$ cat src/rtl/k_ctrl_pkg.sv
// Shared types, limits and default parameters for the gain-constant key controller.
package k_ctrl_pkg;

    localparam int unsigned K_W = 8;
    localparam logic [K_W-1:0] K_MIN = 8'd0;
    localparam logic [K_W-1:0] K_MAX = 8'd255;

    localparam int unsigned DEF_DEBOUNCE_CYCLES = 50000;
    localparam int unsigned DEF_REPEAT_DELAY = 25000000;
    localparam int unsigned DEF_REPEAT_RATE = 5000000;
    localparam logic [K_W-1:0] DEF_K_INIT = 8'd1;

    typedef enum logic [1:0] {
        ST_IDLE   = 2'd0,
        ST_FIRST  = 2'd1,
        ST_REPEAT = 2'd2
    } kState_e;

    // Saturating +1 / -1 step of the gain constant.
    function automatic logic [K_W-1:0] kStep(input logic [K_W-1:0] k, input logic dec);
        if (dec) begin
            return (k == K_MIN) ? k : k - K_W'(1);
        end
        return (k == K_MAX) ? k : k + K_W'(1);
    endfunction

endpackage

$ cat src/rtl/k_const_ctrl_if.sv
// Key/switch inputs and gain outputs of the gain-constant controller.
interface k_const_ctrl_if;
    import k_ctrl_pkg::*;

    logic           iKEY;
    logic           iEN_SW;
    logic           iDEC_SW;
    logic [K_W-1:0] oK;
    logic           oK_UPD;
    logic           oSAT;

    modport master (output iKEY, output iEN_SW, output iDEC_SW,
                    input  oK,   input  oK_UPD, input  oSAT);
    modport slave  (input  iKEY, input  iEN_SW, input  iDEC_SW,
                    output oK,   output oK_UPD, output oSAT);
endinterface

$ cat src/rtl/k_const_ctrl_key_debounce.sv
// Synchronizes the raw active-low pushbutton and debounces it into a level plus edge pulses.
module key_debounce
    import k_ctrl_pkg::*;
#(
    parameter int unsigned DEBOUNCE_CYCLES = DEF_DEBOUNCE_CYCLES
) (
    input  logic iCLK,
    input  logic iRST,
    input  logic iKEY,
    output logic oLevel,
    output logic oPress,
    output logic oRelease
);

    localparam int unsigned CNT_W = (DEBOUNCE_CYCLES > 1) ? $clog2(DEBOUNCE_CYCLES) : 1;

    logic             sync1;
    logic             sync2;
    logic [CNT_W-1:0] cnt;

    // Two-flop synchronizer, idles at the released level.
    always_ff @(posedge iCLK) begin
        if (iRST) begin
            sync1 <= 1'b1;
            sync2 <= 1'b1;
        end else begin
            sync1 <= iKEY;
            sync2 <= sync1;
        end
    end

    // Flip the level after DEBOUNCE_CYCLES consecutive disagreeing samples; any agreeing sample restarts.
    always_ff @(posedge iCLK) begin
        if (iRST) begin
            oLevel   <= 1'b1;
            cnt      <= '0;
            oPress   <= 1'b0;
            oRelease <= 1'b0;
        end else begin
            oPress   <= 1'b0;
            oRelease <= 1'b0;
            if (sync2 == oLevel) begin
                cnt <= '0;
            end else if (cnt == CNT_W'(DEBOUNCE_CYCLES - 1)) begin
                cnt      <= '0;
                oLevel   <= sync2;
                oPress   <= ~sync2;
                oRelease <= sync2;
            end else begin
                cnt <= cnt + CNT_W'(1);
            end
        end
    end

endmodule

$ cat src/rtl/k_const_ctrl.sv
// Pushbutton-driven gain constant with debounce, auto-repeat and saturation.
module k_const_ctrl
    import k_ctrl_pkg::*;
#(
    parameter int unsigned    DEBOUNCE_CYCLES = DEF_DEBOUNCE_CYCLES,
    parameter int unsigned    REPEAT_DELAY    = DEF_REPEAT_DELAY,
    parameter int unsigned    REPEAT_RATE     = DEF_REPEAT_RATE,
    parameter logic [K_W-1:0] K_INIT          = DEF_K_INIT
) (
    input  logic          iCLK,
    input  logic          iRST,
    k_const_ctrl_if.slave keyBus
);

    localparam int unsigned TMR_MAX = (REPEAT_DELAY > REPEAT_RATE) ? REPEAT_DELAY : REPEAT_RATE;
    localparam int unsigned TMR_W   = (TMR_MAX > 1) ? $clog2(TMR_MAX) : 1;

    logic             keyLevel;
    logic             pressPulse;
    logic             relPulse;
    kState_e          state;
    kState_e          stateNext;
    logic [TMR_W-1:0] timer;
    logic             tmrClr;
    logic             stepReq;
    logic             exitHold;
    logic             held;
    logic             delayDone;
    logic             rateDone;
    logic [K_W-1:0]   kReg;
    logic [K_W-1:0]   kNext;
    logic             kUpd;

    key_debounce #(
        .DEBOUNCE_CYCLES(DEBOUNCE_CYCLES)
    ) u_debounce (
        .iCLK    (iCLK),
        .iRST    (iRST),
        .iKEY    (keyBus.iKEY),
        .oLevel  (keyLevel),
        .oPress  (pressPulse),
        .oRelease(relPulse)
    );

    assign held      = ~keyLevel;
    assign exitHold  = relPulse | ~keyBus.iEN_SW;
    assign delayDone = (timer == TMR_W'(REPEAT_DELAY - 1));
    assign rateDone  = (timer == TMR_W'(REPEAT_RATE - 1));

    // FSM state register.
    always_ff @(posedge iCLK) begin
        if (iRST) begin
            state <= ST_IDLE;
        end else begin
            state <= stateNext;
        end
    end

    // Next-state: press starts a hold, release or disable ends it from anywhere.
    always_comb begin
        stateNext = state;
        case (state)
            ST_IDLE: begin
                if (pressPulse && keyBus.iEN_SW) stateNext = ST_FIRST;
            end
            ST_FIRST: begin
                if (exitHold)       stateNext = ST_IDLE;
                else if (delayDone) stateNext = ST_REPEAT;
            end
            ST_REPEAT: begin
                if (exitHold) stateNext = ST_IDLE;
            end
            default: stateNext = ST_IDLE;
        endcase
    end

    // FSM outputs: step requests and repeat-timer restart.
    always_comb begin
        stepReq = 1'b0;
        tmrClr  = 1'b1;
        case (state)
            ST_IDLE: begin
                stepReq = pressPulse & keyBus.iEN_SW;
            end
            ST_FIRST: begin
                if (!exitHold) begin
                    tmrClr  = delayDone;
                    stepReq = delayDone & held;
                end
            end
            ST_REPEAT: begin
                if (!exitHold) begin
                    tmrClr  = rateDone;
                    stepReq = rateDone & held;
                end
            end
            default: begin
                stepReq = 1'b0;
            end
        endcase
    end

    // Repeat timer, free-running only while a hold is in progress.
    always_ff @(posedge iCLK) begin
        if (iRST || tmrClr) begin
            timer <= '0;
        end else begin
            timer <= timer + TMR_W'(1);
        end
    end

    assign kNext = kStep(kReg, keyBus.iDEC_SW);

    // Gain register; the update pulse fires only on an actual value change.
    always_ff @(posedge iCLK) begin
        if (iRST) begin
            kReg <= K_INIT;
            kUpd <= 1'b0;
        end else begin
            kUpd <= 1'b0;
            if (stepReq && (kNext != kReg)) begin
                kReg <= kNext;
                kUpd <= 1'b1;
            end
        end
    end

    assign keyBus.oK     = kReg;
    assign keyBus.oK_UPD = kUpd;
    assign keyBus.oSAT   = ((kReg == K_MAX) && !keyBus.iDEC_SW) || ((kReg == K_MIN) && keyBus.iDEC_SW);

endmodule

$ cat src/flat_wrapper.sv
// flat-port wrapper written by rule: the top's interface ports become plain ports
module k_const_ctrl_flat import k_ctrl_pkg::*;
#(
    parameter int unsigned    DEBOUNCE_CYCLES = DEF_DEBOUNCE_CYCLES,
    parameter int unsigned    REPEAT_DELAY    = DEF_REPEAT_DELAY,
    parameter int unsigned    REPEAT_RATE     = DEF_REPEAT_RATE,
    parameter logic [K_W-1:0] K_INIT          = DEF_K_INIT
)
  (iCLK, iRST, keyBus_iKEY, keyBus_iEN_SW, keyBus_iDEC_SW, keyBus_oK, keyBus_oK_UPD, keyBus_oSAT);
  k_const_ctrl_if keyBus_i ();
  input  logic iCLK;
  input  logic iRST;
  input wire logic [$bits(keyBus_i.iKEY)-1:0] keyBus_iKEY;
  input wire logic [$bits(keyBus_i.iEN_SW)-1:0] keyBus_iEN_SW;
  input wire logic [$bits(keyBus_i.iDEC_SW)-1:0] keyBus_iDEC_SW;
  output wire logic [$bits(keyBus_i.oK)-1:0] keyBus_oK;
  output wire logic [$bits(keyBus_i.oK_UPD)-1:0] keyBus_oK_UPD;
  output wire logic [$bits(keyBus_i.oSAT)-1:0] keyBus_oSAT;
  assign keyBus_i.iKEY = keyBus_iKEY;
  assign keyBus_i.iEN_SW = keyBus_iEN_SW;
  assign keyBus_i.iDEC_SW = keyBus_iDEC_SW;
  assign keyBus_oK = keyBus_i.oK;
  assign keyBus_oK_UPD = keyBus_i.oK_UPD;
  assign keyBus_oSAT = keyBus_i.oSAT;
  k_const_ctrl #(.DEBOUNCE_CYCLES(DEBOUNCE_CYCLES), .REPEAT_DELAY(REPEAT_DELAY), .REPEAT_RATE(REPEAT_RATE), .K_INIT(K_INIT)) u_core (.iCLK(iCLK), .iRST(iRST), .keyBus(keyBus_i));
endmodule
$ cat config.mk
export PLATFORM = sky130hd
export DESIGN_NAME = k_const_ctrl_flat
export DESIGN_NICKNAME = d
export VERILOG_FILES = /design/src/rtl/k_ctrl_pkg.sv /design/src/rtl/k_const_ctrl_if.sv /design/src/rtl/k_const_ctrl_key_debounce.sv /design/src/rtl/k_const_ctrl.sv /design/src/flat_wrapper.sv
export SDC_FILE = /design/constraint.sdc
export NUM_CORES = 1
export LEC_CHECK = 0
export CORE_MARGIN = 1.5
export CORE_UTILIZATION = 54
export DETAILED_ROUTE_END_ITERATION = 6
export PLACE_DENSITY = 0.82
export SYNTH_ARGS = -nofsm -noshare
export SYNTH_HDL_FRONTEND = slang
export SYNTH_SLANG_ARGS = --single-unit
export TNS_END_PERCENT = 50
$ cat constraint.sdc
create_clock -name iCLK -period 2.3 [get_ports iCLK]
set_input_delay 0.46 -clock iCLK [delete_from_list [all_inputs] [get_ports iCLK]]
set_output_delay 0.46 -clock iCLK [all_outputs]
set_load 0.02 [all_outputs]
==> metrics <==
Synth async-reset ratio=0; Final Critical Period=between 2 and 2.5 ns; Final WS setup=-0.09358 ns; Routed WL per cell=about 15 um; first-pass GRT wire length=11290 um; fin cells=around 480; IO Count=15; Peak Freq=417.8 MHz; DRC viols=0; Post-Route WL=7073 um; Final ANT Viol Nets=0; CTS sink cnt=57; dpl cells=about 450; Mapped Nets=between 300 and 400; Clk Latency, worst-skew pair=~0.34 ns; NetSw=between 400 and 500 uW; area of the die=a little under 6000 sq um; initial antenna violation count=0; share of layout cells above drive strength 1=0.2069; maximum vdd drop=roughly 350 uV; Leak Pwr=1.365 nW; FILL cells=381; Crit Path Category=register to register; Yosys Warn Count=0; failing checks=negative setup slack; CP endpoint kind=register; sequential element share of the synthesized area=0.3889; critical path, cell by cell=inv_2 > ha_4 > or4b_4 > nor4_4 > o2111a_1 > o21bai_4 > or4b_1 > a21oi_2; cells after synthesis=approximately 350; largest net degree at the start of global routing=26; hpwl dp=4514 um; total number of vias=about 2700; CP max-delay cell=or4b_1; pwr/cell area=approximately 540 nW/um^2; Main synth FF type=dfxtp_1; initial core utilization=0.5672; Crit path largest cell delay=around 0.5 ns; Clock Skews=between 0.01 and 0.015 ns; CTS Root Buffer Type=clkbuf_8; synthesized area=roughly 2900 sq um; dominant cell type by area after synthesis=dfxtp_1; Pins Over Slew Limit=0; area delta synth->final=25.25%; post-synth cell types=60; Die X=roughly 77 um; Yosys reg bits=57; Rows=26; Die Ht=76.71 um; hold_buf cts=0; status=finished with violations; worst-margin pin slew=~0.56 ns; # setup viols final=31; Clock Path Buffers=2; vias in the first global route=~2500; Worst setup SP type=register; CP max FO=8; Synth top area share=0.3889; syn avg cell area=around 8.5 sq um; FF/Latch Area=~1100 sq um; Fin. Hold Viols=0; fin crit share=1.041; register share of total power=0.500; main area contributors after synthesis=dfxtp_1 (39%), nor2_1 (7.5%), xor2_1 (7.5%), nand2_1 (4.1%), ha_1 (3.8%); Power Internal=between 1.5 and 2 mW; CP required=around 2.6 ns; H-tree levels=3; unrepaired setup endpoints after global routing=yes; Place WS=-0.2934 ns; Rel. slew slack=0.6223; total power=1.979 mW; routability congestion estimate=0.9278; ant diodes=0; Multi-input gate area=around 1700 sq um; EDFF count, synth=0; worst endpoint data arrival time=about 2.7 ns; CTS tree=built; Hold Crit Class=register to register; Sw Share=0.2358; Comb pwr share=0.018; GRT Residual Overflow=0; nets@finish=between 400 and 500; Num CTS Buffers=9; Initial DRC Count=about 140; core area=5172 sq um; clk slew on worst S/H paths=approximately 0.080 ns; GRT Util Overall=0.2405; PortBufs=14; via/cell ratio=roughly 5.6; power share of the clock group=0.482; MaxCap Viol Count=0; 1st-pass router iterations=4
## cells in the final DEF (no fill, tap or decap), types with 3 or more instances in the layout
cell             netlist  routed
nor2_1                59      59
dfxtp_1               57      54
buf_4                  1      37
nand2_1               32      32
xor2_1                25      25
nand3_1               19      19
clkdlybuf4s50_1        0      13
inv_1                 13      12
xnor2_1               12      12
nand4_1               10      10
and3_1                 9       9
clkbuf_8               2       9
a21oi_1                9       8
ha_1                   9       8
nor3_1                 7       7
o21ai_0                8       6
nor4b_1                4       4
nor4_1                 3       3
nor2b_1                3       3
or2_2                  3       3
a211oi_1               3       3
buf_6                  1       3
dfxtp_2                0       3
## timing repair
| action | CTS | global route |
|---|---|---|
| gates resized for setup | 14 | 7 |
| buffers inserted | 5 | 2 |
| pin swaps | 4 | 4 |
| endpoints found under the setup margin | 5 | 34 |
| gates cloned | 0 | 2 |
## metrics by stage
stage	instance area [sq um]	hold WS [ns]	setup TNS, ns	utilization
global route	3675	0.4907	-2.990	0.7105
floorplan	2934	0.3895	0	-
global placement	3341	0.4129	-0.2961	0.6459
finish	3675	0.4525	-1.484	0.7105
CTS	3620	0.4339	-0.009255	0.6998
detailed placement	3341	0.4218	-0.5499	0.6459
## metal layers
layer | vias up | GRT usage | part of all wire
met5 | - | 0 | 0
met4 | 0 | 0.1111 | 0.025
li1 | 1322 | - | -
met3 | 18 | 0.06429 | 0.056
met1 | 1243 | 0.3174 | 0.47
met2 | 93 | 0.3655 | 0.45
## worst max-delay path, delay by kind of cell (launching register included)
kind | cells | cell delay (ns)
simple gates | 3 | 1.31
buf+inv | 1 | 0.08
flops | 1 | 0.33
compound gates | 3 | 0.50
fa+ha+maj | 1 | 0.14
## sequential cells by signal (all words and copies together) (netlist names)
signal	count
u_core.u_debounce.oRelease	1
u_core.state	2
u_core.u_debounce.oLevel	1
u_core.u_debounce.sync1	1
u_core.u_debounce.cnt	16
u_core.timer	25
u_core.keyBus.oK_UPD	1
u_core.u_debounce.sync2	1
u_core.keyBus.oK	8
u_core.u_debounce.oPress	1
## cells by family (layout without fill, tap and decap cells)
| group | after synthesis | count (layout) | share of synthesized area |
|---|---|---|---|
| AND/OR/NAND/NOR | 175 | 175 | 0.3117 |
| flip-flops | 57 | 57 | 0.3889 |
| AO/OA/AOI/OAI | 41 | 41 | 0.09808 |
| XOR/XNOR | 37 | 37 | 0.1104 |
| buffers and inverters | 24 | 84 | 0.04179 |
| adder cells (fa/ha/maj) | 9 | 9 | 0.03838 |
| multiplexers | 3 | 3 | 0.01066 |
## cell type report
type	instances	share of cell area
Multi-Input combinational cell	265	0.4682
Clock buffer	9	0.03371
Tap cell	70	0.02383
Timing Repair Buffer	55	0.1284
Clock inverter	7	0.02111
Inverter	13	0.01328
Sequential cell	57	0.3115
## cell usage after synthesis (3+ instances only)
cell / n
a21oi_1: 9
nand4_1: 10
xnor2_1: 12
nor4_1: 3
nor2b_1: 3
ha_1: 9
o21ai_0: 8
clkbuf_1: 6
inv_1: 13
nand2_1: 32
dfxtp_1: 57
nor2_1: 59
a211oi_1: 3
xor2_1: 25
nor3_1: 7
or2_2: 3
nor4b_1: 4
and3_1: 9
nand3_1: 19
## power by group through the flow
stage / sequential, mW / clock [mW] / combinational (mW)
floorplan: 1.01 / 0 / 0.0186
global placement: 1.01 / 0 / 0.0334
detailed placement: 1.01 / 0 / 0.0337
CTS: 0.990 / 0.971 / 0.0339
global route: 0.990 / 1.02 / 0.0388
finish: 0.990 / 0.953 / 0.0356
## worst paths after layout
check,to,depth (start not counted),from,slack [ns]
worst max-delay path,u_core.keyBus.oK[6],8,u_core.state[0],-0.09
worst min-delay path,u_core.u_debounce.cnt[0],1,u_core.u_debounce.cnt[0],0.45
worst max register to register,u_core.keyBus.oK[6],8,u_core.state[0],-0.09
worst min register to register,u_core.u_debounce.cnt[0],1,u_core.u_debounce.cnt[0],0.45
Power figures use the tool's default switching activity.
